<file path="config.mk">
export PLATFORM = sky130hd
export DESIGN_NAME = systolic_feeder_flat
export DESIGN_NICKNAME = d
export VERILOG_FILES = /design/src/rtl/systolic_feeder_if.sv /design/src/rtl/systolic_feeder.sv /design/src/flat_wrapper.sv
export SDC_FILE = /design/constraint.sdc
export NUM_CORES = 1
export LEC_CHECK = 0
export BUFFER_PORTS_ARGS = -buffer_cell sky130_fd_sc_hd__buf_4
export CELL_PAD_IN_SITES_DETAIL_PLACEMENT = 1
export CELL_PAD_IN_SITES_GLOBAL_PLACEMENT = 2
export CORE_MARGIN = 2
export CORE_UTILIZATION = 35
export DETAILED_ROUTE_END_ITERATION = 8
export PLACE_DENSITY_LB_ADDON = 0.2
export SLEW_MARGIN = 10
export SYNTH_ARGS = -nofsm -noshare
export SYNTH_HDL_FRONTEND = slang
export SYNTH_SLANG_ARGS = --single-unit
</file>
<file path="constraint.sdc">
create_clock -name clk -period 7.75 [get_ports clk]
set_input_delay 0.775 -clock clk [delete_from_list [all_inputs] [get_ports clk]]
set_output_delay 0.775 -clock clk [all_outputs]
set_load 0.05 [all_outputs]
</file>
<file path="src/rtl/systolic_feeder_if.sv">
`default_nettype none
// ============================================================================
// Module   : systolic_feeder_if
// Brief    : Bundles the feeder's job control, operand-buffer and array-edge
//            signals; master = feeder, slave = surrounding system.
// Revision : 1.0
// ============================================================================
interface systolic_feeder_if #(
  parameter int N  = 4,
  parameter int AW = 16
);
  logic             start;
  logic [AW-1:0]    k_len;
  logic [AW-1:0]    a_addr;
  logic [AW-1:0]    b_addr;
  logic             rd_en;
  logic [8*N-1:0]   a_rdata;
  logic [8*N-1:0]   b_rdata;
  logic [8*N-1:0]   west_data;
  logic [8*N-1:0]   north_data;
  logic             acc_clr;
  logic             busy;
  logic             done;

  modport master (
    input  start, k_len, a_rdata, b_rdata,
    output a_addr, b_addr, rd_en, west_data, north_data, acc_clr, busy, done
  );

  modport slave (
    output start, k_len, a_rdata, b_rdata,
    input  a_addr, b_addr, rd_en, west_data, north_data, acc_clr, busy, done
  );
endinterface
`default_nettype wire

</file>
<file path="src/rtl/systolic_feeder.sv">
`default_nettype none
// ============================================================================
// Module   : systolic_feeder
// Brief    : Streams K operand words into the west/north edges of an NxN
//            systolic MAC array with diagonal skew and zero fill.
//            Optional FEEDER_CYC_CNT_EN adds a saturating busy-cycle counter.
// Revision : 1.0
// ============================================================================
module systolic_feeder #(
  parameter int N  = 4,
  parameter int AW = 16
) (
  input  wire logic         clk,
  input  wire logic         rst,
  systolic_feeder_if.master fb
`ifdef FEEDER_CYC_CNT_EN
  ,
  output logic [31:0]       cyc_cnt
`endif
);

  localparam int                c_FW         = $clog2(2 * N);
  localparam logic [c_FW-1:0]   c_FLUSH_LAST = c_FW'(2 * N - 1);

  typedef enum logic [2:0] {
    S_IDLE  = 3'd0,
    S_CLEAR = 3'd1,
    S_FEED  = 3'd2,
    S_FLUSH = 3'd3,
    S_DONE  = 3'd4
  } state_t;

  state_t           r_state;
  state_t           w_next;
  logic [AW-1:0]    r_klen;
  logic [AW-1:0]    r_k;
  logic [c_FW-1:0]  r_flush;
  logic             r_rd_vld;
  logic             w_feed_last;
  logic             w_flush_last;
  wire  [8*N-1:0]   w_west_bus;
  wire  [8*N-1:0]   w_north_bus;

  assign w_feed_last  = (r_k == r_klen - AW'(1));
  assign w_flush_last = (r_flush == c_FLUSH_LAST);

  always_ff @(posedge clk or posedge rst) begin
    if (rst) r_state <= S_IDLE;
    else     r_state <= w_next;
  end

  // K=0 has no data in flight, so the flush is empty and DONE follows CLEAR.
  always_comb begin
    w_next = r_state;
    case (r_state)
      S_IDLE:  if (fb.start) w_next = S_CLEAR;
      S_CLEAR: w_next = (r_klen == '0) ? S_DONE : S_FEED;
      S_FEED:  if (w_feed_last) w_next = S_FLUSH;
      S_FLUSH: if (w_flush_last) w_next = S_DONE;
      S_DONE:  w_next = S_IDLE;
      default: w_next = S_IDLE;
    endcase
  end

  always_ff @(posedge clk or posedge rst) begin
    if (rst) begin
      r_klen   <= '0;
      r_k      <= '0;
      r_flush  <= '0;
      r_rd_vld <= 1'b0;
    end else begin
      if (r_state == S_IDLE && fb.start) r_klen <= fb.k_len;
      r_k      <= (r_state == S_FEED && !w_feed_last) ? r_k + AW'(1) : '0;
      r_flush  <= (r_state == S_FLUSH) ? r_flush + c_FW'(1) : '0;
      r_rd_vld <= (r_state == S_FEED);
    end
  end

  assign fb.rd_en      = (r_state == S_FEED);
  assign fb.a_addr     = r_k;
  assign fb.b_addr     = r_k;
  assign fb.acc_clr    = (r_state == S_CLEAR);
  assign fb.busy       = (r_state != S_IDLE);
  assign fb.done       = (r_state == S_DONE);
  assign fb.west_data  = w_west_bus;
  assign fb.north_data = w_north_bus;

  // Lane g holds g+1 stages; stage 0 sits at the LSBs, the lane output at the MSBs.
  for (genvar gi = 0; gi < N; gi++) begin : g_lane
    logic [8*(gi+1)-1:0] r_wd;
    logic [8*(gi+1)-1:0] r_nd;
    logic [gi:0]         r_wt;
    logic [gi:0]         r_nt;
    logic [8*(gi+2)-1:0] w_wd_sh;
    logic [8*(gi+2)-1:0] w_nd_sh;
    logic [gi+1:0]       w_wt_sh;
    logic [gi+1:0]       w_nt_sh;

    assign w_wd_sh = {r_wd, fb.a_rdata[8*gi +: 8]};
    assign w_nd_sh = {r_nd, fb.b_rdata[8*gi +: 8]};
    assign w_wt_sh = {r_wt, r_rd_vld};
    assign w_nt_sh = {r_nt, r_rd_vld};

    always_ff @(posedge clk or posedge rst) begin
      if (rst) begin
        r_wd <= '0;
        r_nd <= '0;
        r_wt <= '0;
        r_nt <= '0;
      end else begin
        r_wd <= w_wd_sh[8*(gi+1)-1:0];
        r_nd <= w_nd_sh[8*(gi+1)-1:0];
        r_wt <= w_wt_sh[gi:0];
        r_nt <= w_nt_sh[gi:0];
      end
    end

    assign w_west_bus[8*gi +: 8]  = r_wt[gi] ? r_wd[8*gi +: 8] : 8'h00;
    assign w_north_bus[8*gi +: 8] = r_nt[gi] ? r_nd[8*gi +: 8] : 8'h00;
  end

`ifdef FEEDER_CYC_CNT_EN
  logic [31:0] r_cyc_cnt;

  always_ff @(posedge clk or posedge rst) begin
    if (rst)                                                 r_cyc_cnt <= '0;
    else if (r_state != S_IDLE && r_cyc_cnt != 32'hFFFF_FFFF) r_cyc_cnt <= r_cyc_cnt + 32'd1;
  end

  assign cyc_cnt = r_cyc_cnt;
`endif

endmodule
`default_nettype wire

</file>
<file path="src/flat_wrapper.sv">
// flat-port wrapper written by rule: the top's interface ports become plain ports
module systolic_feeder_flat 
#(
  parameter int N  = 4,
  parameter int AW = 16
)
  (clk, rst, fb_start, fb_k_len, fb_a_rdata, fb_b_rdata, fb_a_addr, fb_b_addr, fb_rd_en, fb_west_data, fb_north_data, fb_acc_clr, fb_busy, fb_done);
  systolic_feeder_if #(.N(N), .AW(AW)) fb_i ();
  input  wire logic clk;
  input  wire logic rst;
  input wire logic [$bits(fb_i.start)-1:0] fb_start;
  input wire logic [$bits(fb_i.k_len)-1:0] fb_k_len;
  input wire logic [$bits(fb_i.a_rdata)-1:0] fb_a_rdata;
  input wire logic [$bits(fb_i.b_rdata)-1:0] fb_b_rdata;
  output wire logic [$bits(fb_i.a_addr)-1:0] fb_a_addr;
  output wire logic [$bits(fb_i.b_addr)-1:0] fb_b_addr;
  output wire logic [$bits(fb_i.rd_en)-1:0] fb_rd_en;
  output wire logic [$bits(fb_i.west_data)-1:0] fb_west_data;
  output wire logic [$bits(fb_i.north_data)-1:0] fb_north_data;
  output wire logic [$bits(fb_i.acc_clr)-1:0] fb_acc_clr;
  output wire logic [$bits(fb_i.busy)-1:0] fb_busy;
  output wire logic [$bits(fb_i.done)-1:0] fb_done;
  assign fb_i.start = fb_start;
  assign fb_i.k_len = fb_k_len;
  assign fb_i.a_rdata = fb_a_rdata;
  assign fb_i.b_rdata = fb_b_rdata;
  assign fb_a_addr = fb_i.a_addr;
  assign fb_b_addr = fb_i.b_addr;
  assign fb_rd_en = fb_i.rd_en;
  assign fb_west_data = fb_i.west_data;
  assign fb_north_data = fb_i.north_data;
  assign fb_acc_clr = fb_i.acc_clr;
  assign fb_busy = fb_i.busy;
  assign fb_done = fb_i.done;
  systolic_feeder #(.N(N), .AW(AW)) u_core (.clk(clk), .rst(rst), .fb(fb_i));
endmodule
</file>
-- Word-level counts from Yosys, hierarchy flattened
Index checks and enable logic that the tools add are counted.
- register bits: 218
- multiplexer cells: 15
- reductions and logical operators: 7
- equality and inequality tests: 9
- add/subtract/negate cells: 3
- operators by type and width (cell ; count):
    8-bit 2-to-1 mux ; 8
    16-bit by 1-bit adder with 16-bit output, second input constant ; 1
    16-bit == test ; 1
    16-bit logical NOT ; 1
    16-bit 2-to-1 mux ; 1
    16-bit by 1-bit subtractor with 16-bit output, second input constant ; 1
    3-bit 2-to-1 mux ; 5
    3-bit case mux with 4 select lines ; 1
    3-bit by 2-bit == test with 1-bit output, second input constant ; 2
    3-bit == test, second input constant ; 2
    2-bit by 1-bit inequality test with 1-bit output, second input constant ; 2
    3-bit by 1-bit adder with 3-bit output, second input constant ; 1
    3-bit by 1-bit == test with 1-bit output, second input constant ; 1
    3-bit logical NOT ; 1
    3-bit AND reduction ; 1
    3-bit nonzero test ; 1
    1-bit logical AND ; 2
    2-bit inequality test, second input constant ; 1
    1-bit logical NOT ; 1

-- Longest topological paths before layout
Gate-level depths: netlist of the first run.
- depth after elaboration: 5
- gate-level depth with buffers: 10
- gate-level depth less buffers: 8

-- Worst setup path before layout of the first run
Ideal clock, no wire load.
- kind: reg-to-output
- from: register u_core.r_state[1]
- to: output port fb_rd_en
- path slack: 5.186 ns
- cell stages (with the launch flop): 5
- required time: 6.975 ns
- arrival time: 1.789 ns
- cells stage by stage: dfrtp_1 -> clkbuf_1 -> inv_1 -> nor3_1 -> clkbuf_1
- longest elaborated chain between the ends: 1
- RTL lines (item ; line ; source):
    start: declaration ; systolic_feeder.sv:33 ; state_t r_state;
    start signal: assignment ; systolic_feeder.sv:49 ; else r_state <= w_next;
    3-bit by 2-bit == test with 1-bit output ; systolic_feeder.sv:79 ; assign fb.rd_en = (r_state == S_FEED);
    end: declaration ; flat_wrapper.sv:17 ; output wire logic [$bits(fb_i.rd_en)-1:0] fb_rd_en;
Every way passes these cells.

-- Worst setup path after layout of the first run
- from: register u_core.r_klen[0]
- to: register u_core.r_k[3] (netlist: u_core.fb.a_addr[3])
- longest elaborated chain between the ends: 5
- RTL lines (item ; line ; source):
    start: declaration ; systolic_feeder.sv:35 ; logic [AW-1:0] r_klen;
    start signal: assignment ; systolic_feeder.sv:72 ; if (r_state == S_IDLE && fb.start) r_klen <= fb.k_len;
    16-bit by 1-bit subtractor with 16-bit output ; systolic_feeder.sv:44 ; assign w_feed_last = (r_k == r_klen - AW'(1));
    16-bit == test ; systolic_feeder.sv:44 ;
    1-bit logical NOT ; systolic_feeder.sv:73 ; r_k <= (r_state == S_FEED && !w_feed_last) ? r_k + AW'(1) : '0;
    1-bit logical AND ; systolic_feeder.sv:73 ;
    16-bit 2-to-1 mux ; systolic_feeder.sv:73 ;
    end signal: assignment ; systolic_feeder.sv:73 ;
    end: declaration ; systolic_feeder.sv:36 ; logic [AW-1:0] r_k;
Every way passes these cells.
A chain may end at the register's enable or synchronous reset.

==> results of run 1 <==
==> cells by family after synthesis <==
logic type / count (synthesis)
DFF: 203
and+or+nand+nor: 151
muxes: 14
AOI/OAI and AO/OA: 28
adders and majority gates: 4
xor gates and xnor gates: 40
buffers and inverters: 35
==> stage by stage <==
step	instances	utilization	setup WS, ps
after global placement	897	0.435	5100
after floorplan	475	-	1440
after detailed placement	897	0.435	4920
final	935	0.472	4930
after global routing	935	0.472	4630
after CTS	935	0.472	4880
==> where the power goes <==
part	internal (mW)	switching (mW)	leakage (nW)	total [mW]
combinational	0.228	0.480	1.51	0.708
clock	0.606	0.390	0.347	0.996
sequential	1.13	0.0830	2.40	1.22
==> area by class of cell <==
type,instances,area [um^2],area share
clock buffer,34,687,0.0753
timing repair buffer,185,1390,0.152
sequential,203,5080,0.557
clock inverter,4,25.0,0.00274
multi-input combinational,237,1570,0.172
tap,265,332,0.0364
inverter,7,33.8,0.00371
==> path summary, 6_finish.rpt <==
| kind | start | to | slack, ps | depth (start not counted) |
|---|---|---|---|---|
| max in group asynchronous | rst | u_core.g_lane[1].r_wd[9] | 5850 | 3 |
| max reg2reg | u_core.r_klen[0] | u_core.fb.a_addr[3] | 4930 | 8 |
| min | u_core.g_lane[3].r_nd[20] | u_core.g_lane[3].r_nd[28] | 340 | 0 |
| max | u_core.r_klen[0] | u_core.fb.a_addr[3] | 4930 | 8 |
| min reg2reg | u_core.g_lane[3].r_nd[20] | u_core.g_lane[3].r_nd[28] | 340 | 0 |
| min in group asynchronous | rst | u_core.g_lane[2].r_nd[15] | 460 | 2 |
==> flip-flops by register name, indices dropped and copies added (netlist names) <==
signal	cells
u_core.fb.a_addr	16
u_core.g_lane.r_nd	80
u_core.g_lane.r_nt	1
u_core.g_lane.r_wd	80
u_core.g_lane.r_wt	3
u_core.r_flush	3
u_core.r_klen	16
u_core.r_rd_vld	1
u_core.r_state	3
==> layer usage <==
layer  global-route usage  vias up  wire length (um)
li1                     -     1893                 -
met1                0.181     2086              6090
met2                0.256      113              7870
met3               0.0317       26               930
met4               0.0402        0               305
met5                    0        -                 0
==> layout by cell type (no fill, tap or decap), types with 2 or more instances in the layout <==
cell type,netlist,layout
nor3b_1,2,2
nor3_2,1,2
nand4_1,7,7
nand2b_1,2,2
clkbuf_1,8,4
clkinvlp_4,0,2
and4_1,3,3
clkinv_2,0,2
and3_1,3,3
nor3_1,5,4
nand2_1,30,30
xor2_1,7,7
clkbuf_16,0,23
nor4_1,2,2
mux2_2,13,13
clkbuf_8,0,7
nand3_1,7,7
and2_1,65,65
ha_1,4,4
a31oi_1,2,2
or3_1,2,2
xnor2_1,33,33
a21oi_1,18,18
inv_1,7,6
o21ai_0,3,3
dfrtp_1,203,203
buf_4,17,185
nor2_1,16,16
==> results.py, run 1 <==
metrics = {
    "status": {
        "outcome": "completed",
    },
    "logic_synthesis": {
        "synth_area_um2": 6850,
        "synth_edf_count": 0,
        "synth_cells": 475,
        "synth-async-reset-ratio": 1.00,
        "yosysWarnings": 0,
        "yosysMostFrequentCell": "dfrtp_1",
        "synth_area_per_cell_um2": 14.4,
        "netlist.area_leader.share": 0.741,
        "synth_ff_type": "dfrtp_1",
        "synth_common_cells": "dfrtp_1 (203), and2_1 (65), xnor2_1 (33)",
        "synth-adder-area-share": 0.00730,
        "synth_seq_cells": 203,
        "yosys.area_share.simple": 0.125,
        "syn-num-nets": 562,
        "synth_xor_area_frac": 0.0511,
        "synth_cell_types": 38,
        "yosys.area.top_type": "dfrtp_1",
        "synth_top_family_by_area": "simple AND/OR/NAND/NOR gates",
        "ys_seq_area_frac": 0.741,
        "synth_compound_area_frac": 0.0228,
        "synthTopCellsByArea": "dfrtp_1 (74%), and2_1 (5.9%), xnor2_1 (4.2%)",
        "muxShareOfSynthArea": 0.0228,
    },
    "sta": {
        "period_minus_slack_ps": 2820,
        "finalHoldViolations": 0,
        "fin_hold_ws_ps": 341,
        "finClkSkew_ps": 8.46,
        "slew_viol_final": 0,
        "tightest_slew_ps": 908,
        "timing.slew.headroom": 0.394,
        "finalSetupViolCount": 0,
        "post-route-period-util": 0.364,
        "fmax_mhz": 354,
        "tns_ps": 0,
        "rsz0062_at_grt": "false",
    },
    "cts": {
        "root_buffer": "clkbuf_16",
        "cts_sinks": 203,
        "cts_buffers": 22,
        "hold_buffers": 0,
        "htreeDepth": 1,
        "clkLatencyLatePin_ps": 490,
        "clk_pin_slew_worst_paths_ps": 60,
        "postCtsSetupBuffers": 0,
        "cts_resized": 0,
        "max-clock-path-buffers": 3,
        "cts_tree": "done",
    },
    "final_layout": {
        "fillers": 1997,
        "area_growth_syn_to_layout_pct": 33.1,
        "fin_area_um2": 9120,
        "diodes": 0,
        "drive_above_1_share": 0.355,
        "finish.net_count": 743,
    },
    "setup_path": {
        "cp-start-kind": "flop",
        "critPathRequiredTime_ps": 8080,
        "max_stage_delay_ps": 630,
        "worstSetupEndpointType": "flop",
        "cp.arrival_ps": 3150,
        "crit_path_cell_trace": "inv_1 > ha_1 > nor3b_1 > xor2_1 > or3_1 > a22oi_1 > and4_1 > a21oi_1",
        "worstSetupPathType": "reg -> reg",
        "critPathSlowestCell": "and4_1",
        "crit_family": "simple AND/OR/NAND/NOR gates",
        "cp_num_buf_inv": 1,
        "cp_max_fo": 17,
    },
    "drt": {
        "drtIter0Drc": 132,
        "dr.pass1.iters": 4,
        "ant_nets": 0,
        "num_vias": 4118,
        "drt_wl_total_mm": 15.2,
        "drc": 0,
        "avgViaCountPerCell": 4.40,
        "wire_per_inst_um": 16.2,
    },
    "floorplanning": {
        "core_area_um2": 19300,
        "rows": 51,
        "dieArea_um2": 20700,
        "fp.dieW_um": 144,
        "io_pins": 183,
        "dieHeight_um": 144,
        "initial_core_util": 0.354,
    },
    "pwr": {
        "finalPower_mw": 2.92,
        "ir_drop_uv": 185,
        "p_leak_nw": 4.26,
        "power_density_nw_per_um2": 320,
    },
    "placed_design": {
        "dp.final_hpwl_mm": 10.8,
        "dpl-instance-area_um2": 8410,
        "gp_routability_congestion": 0.785,
        "portBuffers": 182,
    },
    "global_route": {
        "grt_pass1_wl_mm": 23.4,
        "grt_use_total": 0.145,
        "grt_max_degree": 137,
        "antenna_found_initial": 0,
        "globalRouteOverflowTotal": 0,
        "grt_pass1_vias": 4394,
    },
    "job": {
        "max_cap_violations": 0,
    },
    "hold_path": {
        "min_path_type": "reg -> reg",
    },
}
Power figures use the tool's default switching activity.
==> run 2, diff against run 1 <==
Settings changed: CORE_UTILIZATION 35 to 31.
Clock period 7.75 ns to 2.4 ns, I/O delays scaled along.
==> results.py, run 2 (synthesis results as in run 1) <==
metrics = {
    "status": {
        "outcome": "completed",
    },
    "pwr": {
        "finalPower_mw": 9.61,
        "p_leak_nw": 4.67,
        "ir_drop_uv": 371,
        "power_density_nw_per_um2": 955,
    },
    "cts": {
        "max-clock-path-buffers": 3,
        "root_buffer": "clkbuf_16",
        "clk_pin_slew_worst_paths_ps": 60,
        "cts_tree": "done",
        "clkLatencyLatePin_ps": 500,
        "cts_sinks": 203,
        "htreeDepth": 1,
        "cts_buffers": 22,
    },
    "floorplanning": {
        "fp.dieW_um": 153,
        "core_area_um2": 21800,
        "io_pins": 183,
        "initial_core_util": 0.315,
        "rows": 54,
        "dieArea_um2": 23300,
        "dieHeight_um": 153,
    },
    "sta": {
        "finalSetupViolCount": 0,
        "post-route-period-util": 0.955,
        "layout_setup_ws_ps": 108,
        "tightest_slew_ps": 700,
        "finClkSkew_ps": 14.2,
        "tns_ps": 0,
        "finalHoldViolations": 0,
        "slew_viol_final": 0,
        "period_minus_slack_ps": 2290,
        "rsz0062_at_grt": "false",
        "timing.slew.headroom": 0.532,
        "fmax_mhz": 436,
        "fin_hold_ws_ps": 10.9,
    },
    "drt": {
        "routed.top_layer": "met4",
        "avgViaCountPerCell": 4.28,
        "dr_wl_met2_mm": 8.34,
        "drt_wl_total_mm": 16.2,
        "drc": 0,
        "wire_per_inst_um": 15.6,
        "num_vias": 4460,
        "dr.pass1.iters": 4,
        "wl_met1_mm": 6.79,
        "ant_nets": 0,
        "met3_length_um": 804,
        "drtIter0Drc": 104,
    },
    "hold_path": {
        "min_path_type": "in -> reg",
    },
    "final_layout": {
        "utilization": 0.462,
        "fin_area_um2": 10100,
        "fillers": 2258,
        "finish.net_count": 834,
        "drive_above_1_share": 0.331,
        "area_growth_syn_to_layout_pct": 46.8,
        "largestRegisters": "u_core.g_lane.r_nd x80, u_core.g_lane.r_wd x80",
        "final_cell_mix": "dfrtp_1 (203), buf_4 (192), dlygate4sd3_1 (80)",
        "final_cells": 1041,
        "final_common_cell": "dfrtp_1",
        "diodes": 0,
    },
    "placed_design": {
        "portBuffers": 182,
        "dpl-instance-area_um2": 8540,
        "dp.final_hpwl_mm": 11.1,
        "dp_slack_ps": 78.0,
        "gp_routability_congestion": 0.793,
        "numPlacedInstances": 921,
    },
    "setup_path": {
        "cp.arrival_ps": 2660,
        "max_stage_delay_ps": 400,
        "cp_num_buf_inv": 3,
        "crit_family": "simple AND/OR/NAND/NOR gates",
        "cp-start-kind": "flop",
        "crit_path_cell_trace": "inv_1 > ha_1 > nor3b_2 > buf_4 > xor2_1 > or3_1 > a22oi_1 > and4_4 > buf_12 > a21oi_1",
        "worstSetupEndpointType": "flop",
        "critPathSlowestCell": "dfrtp_1",
        "cp_max_fo": 17,
        "critPathRequiredTime_ps": 2770,
        "worstSetupPathType": "reg -> reg",
    },
    "global_route": {
        "grt_use_total": 0.141,
        "globalRouteOverflowTotal": 0,
        "antenna_found_initial": 0,
        "grt_max_degree": 71,
        "grt_pass1_vias": 5022,
        "grt_pass1_wl_mm": 26.7,
    },
    "job": {
        "max_cap_violations": 0,
    },
}
## run 2: cell types whose count changed in the layout (fill, tap and decap cells not counted), moves of 3 or more
cell,change
buf_4,+7
clkbuf_8,-3
clkinv_2,+5
buf_12,+4
dlygate4sd3_1,+80
## run 2: worst register-to-register path: cells and delay by family, from the launching register on
family,cells,cell delay (ps)
buffers and inverters,3,370
adders and majority gates,1,230
and+or+nand+nor,3,770
AOI/OAI and AO/OA,2,250
xor gates and xnor gates,1,140
DFF,1,400
## run 2: final cells by class
cell class,instances,area [um^2],area share
timing repair buffer,276,2320,0.231
sequential,203,5080,0.505
clock buffer,29,617,0.0613
inverter,7,30.0,0.00299
clock inverter,9,81.3,0.00808
multi-input combinational,237,1580,0.157
tap,280,350,0.0348
## run 2: path summary, 6_finish.rpt
kind / start / end / slack [ps] / cells after the start
hold reg to reg: u_core.g_lane[3].r_wd[15] / u_core.g_lane[3].r_wd[23] / 350 / 0
min in group asynchronous: rst / u_core.g_lane[2].r_nd[0] / 430 / 3
setup reg to reg: u_core.r_klen[0] / u_core.fb.a_addr[1] / 110 / 10
setup / recovery: u_core.r_klen[0] / u_core.fb.a_addr[1] / 110 / 10
hold / removal: fb_k_len[0] / u_core.r_klen[0] / 10 / 3
max in group asynchronous: rst / u_core.g_lane[0].r_wd[5] / 1190 / 4
## run 2: metal layers
| metal | up-vias | track usage |
|---|---|---|
| li1 | 2063 | - |
| met1 | 2252 | 0.180 |
| met2 | 119 | 0.247 |
| met3 | 26 | 0.0265 |
| met5 | - | 0 |
| met4 | 0 | 0.0401 |
## run 2: power breakdown
group          switching [mW]  internal (mW)
logic                    1.62          0.866
clock network            1.30           1.91
registers               0.255           3.66
total                    3.17           6.44
## run 2: what timing repair did
| item | CTS | global route |
|---|---|---|
| gates resized for setup | 0 | 2 |
| buffers inserted | 0 | 2 |
| setup endpoints to repair | 0 | 15 |
| hold buffers | 80 | 0 |
| hold endpoints to repair | 106 | 0 |
==> run 3, diff against run 2 <==
Settings changed: CORE_UTILIZATION 31 to 37, PLACE_DENSITY_LB_ADDON 0.2 to 0.1.
Clock period 2.4 ns to 2.9 ns, I/O delays scaled along.
==> results.py, run 3 (synthesis results as in run 1) <==
metrics = {
    "setup_path": {
        "r2r_slack_ps": 400,
        "r2r_start": "u_core.r_klen[0]",
        "max_stage_delay_ps": 590,
        "worst-r2r-cell-count": 5,
        "worstSetupEndpointType": "flop",
        "crit_path_cell_trace": "nor4_2 > nand2_1 > o31a_1 > nor3_4 > a21oi_1",
        "worstReg2RegEnd": "u_core.fb.a_addr[1]",
        "cp-start-kind": "flop",
        "cp_max_fo": 16,
        "cp.arrival_ps": 2830,
        "worstSetupPathType": "reg -> reg",
        "critPathRequiredTime_ps": 3240,
        "critPathSlowestCell": "nor3_4",
    },
    "floorplanning": {
        "dieArea_um2": 19600,
        "fp.dieW_um": 140,
        "rows": 49,
        "initial_core_util": 0.379,
        "core_area_um2": 18100,
        "io_pins": 183,
        "dieHeight_um": 140,
    },
    "sta": {
        "fin_hold_ws_ps": 27.7,
        "finClkSkew_ps": 4.86,
        "period_minus_slack_ps": 2500,
        "layout_setup_ws_ps": 403,
        "fmax_mhz": 400,
        "post-route-period-util": 0.861,
        "rsz0062_at_grt": "false",
        "tightest_slew_ps": 659,
        "tns_ps": 0,
        "slew_viol_final": 0,
        "finalHoldViolations": 0,
        "finalSetupViolCount": 0,
        "timing.slew.headroom": 0.559,
    },
    "drt": {
        "drtIter0Drc": 108,
        "ant_nets": 0,
        "drc": 9,
        "num_vias": 4340,
        "wire_per_inst_um": 16.5,
        "dr.pass1.iters": 9,
        "avgViaCountPerCell": 4.47,
        "drt_wl_total_mm": 16.0,
    },
    "cts": {
        "cts_resized": 0,
        "root_buffer": "clkbuf_16",
        "postCtsSetupBuffers": 0,
        "max-clock-path-buffers": 3,
        "cts_tree": "done",
        "hold_buffers": 65,
        "cts_buffers": 22,
        "htreeDepth": 1,
        "clk_pin_slew_worst_paths_ps": 60,
        "cts_sinks": 203,
        "clkLatencyLatePin_ps": 480,
    },
    "final_layout": {
        "final_common_cell": "dfrtp_1",
        "diodes": 0,
        "drive_above_1_share": 0.331,
        "final_cell_mix": "dfrtp_1 (203), buf_4 (188), and2_1 (65), dlygate4sd3_1 (65), xnor2_1 (33)",
        "utilization": 0.545,
        "area_growth_syn_to_layout_pct": 43.9,
        "largestRegisters": "u_core.g_lane.r_nd x80, u_core.g_lane.r_wd x80",
        "finish.net_count": 813,
    },
    "job": {
        "max_cap_violations": 0,
    },
    "global_route": {
        "antenna_found_initial": 0,
        "globalRouteOverflowTotal": 0,
        "grt_pass1_vias": 4841,
        "grt_pass1_wl_mm": 26.0,
        "grt_max_degree": 77,
        "grt_use_total": 0.167,
    },
    "placed_design": {
        "gp_routability_congestion": 0.784,
        "dp_slack_ps": 459,
        "dp.final_hpwl_mm": 10.5,
        "portBuffers": 182,
    },
    "hold_path": {
        "hold-path-endpoint": "u_core.r_klen[8]",
        "min_path_type": "in -> reg",
        "min_path_cells": 3,
        "hp-start": "fb_k_len[8]",
    },
    "pwr": {
        "power_density_nw_per_um2": 831,
        "finalPower_mw": 8.19,
        "p_leak_nw": 4.61,
        "ir_drop_uv": 348,
    },
    "status": {
        "outcome": "complete, but fails checks",
        "violations": "design-rule violations",
    },
}
-- run 3: cell types whose count changed in the layout (fill, tap and decap cells not counted) --
| cell | before | now |
|---|---|---|
| bufinv_16 | 1 | 4 |
| nor3b_2 | 1 | 0 |
| nor3b_1 | 1 | 2 |
| buf_4 | 192 | 188 |
| clkinvlp_4 | 1 | 2 |
| clkinv_2 | 7 | 4 |
| clkinv_8 | 1 | 0 |
| dlygate4sd3_1 | 80 | 65 |
| and4_4 | 1 | 0 |
| clkbuf_16 | 22 | 23 |
| buf_12 | 4 | 2 |
| and4_1 | 2 | 3 |
-- run 3: area by class of cell --
cell class / count / area (um^2)
clock buffer: 30 / 642
clock inverter: 9 / 148
fill: 1826 / 8230
inverter: 7 / 30.0
multi-input combinational: 237 / 1570
sequential: 203 / 5080
tap: 229 / 287
timing repair buffer: 255 / 2100
-- run 3: per-stage QoR --
stage               cell area, um^2  instances
CTS                            9860        970
finish                         9860        970
floorplan                      6860        475
global placement               8420        866
detailed placement             8420        866
global route                   9860        970
-- run 3: metal layers --
metal | global-route usage | wire length (um) | vias up
met4 | 0.0420 | 307 | 0
met3 | 0.0325 | 819 | 26
met1 | 0.213 | 6550 | 2166
met2 | 0.294 | 8320 | 116
met5 | 0 | 0 | -
li1 | - | - | 2032
-- run 3: worst max-delay path: cells and delay by family, from the launching register on --
kind,cells,cell delay [ps]
simple gates,3,1350
compound gates,2,560
flops,1,440
-- run 3: worst max path at each step --
stage,to,slack (ps),from,cells after the start
CTS,u_core.fb.a_addr[1],430,u_core.r_klen[7],6
floorplan,u_core.fb.a_addr[0],-20,rst,1
global route,u_core.fb.a_addr[8],280,u_core.r_klen[0],10
global placement,u_core.fb.a_addr[0],530,u_core.r_klen[7],6
finish,u_core.fb.a_addr[1],400,u_core.r_klen[0],5
detailed placement,u_core.fb.a_addr[1],460,u_core.r_klen[7],6
-- run 3: power breakdown --
group / switching, mW / total [mW] / internal, mW
clock: 1.06 / 2.96 / 1.90
sequential: 0.220 / 3.25 / 3.03
combinational: 1.31 / 1.98 / 0.676
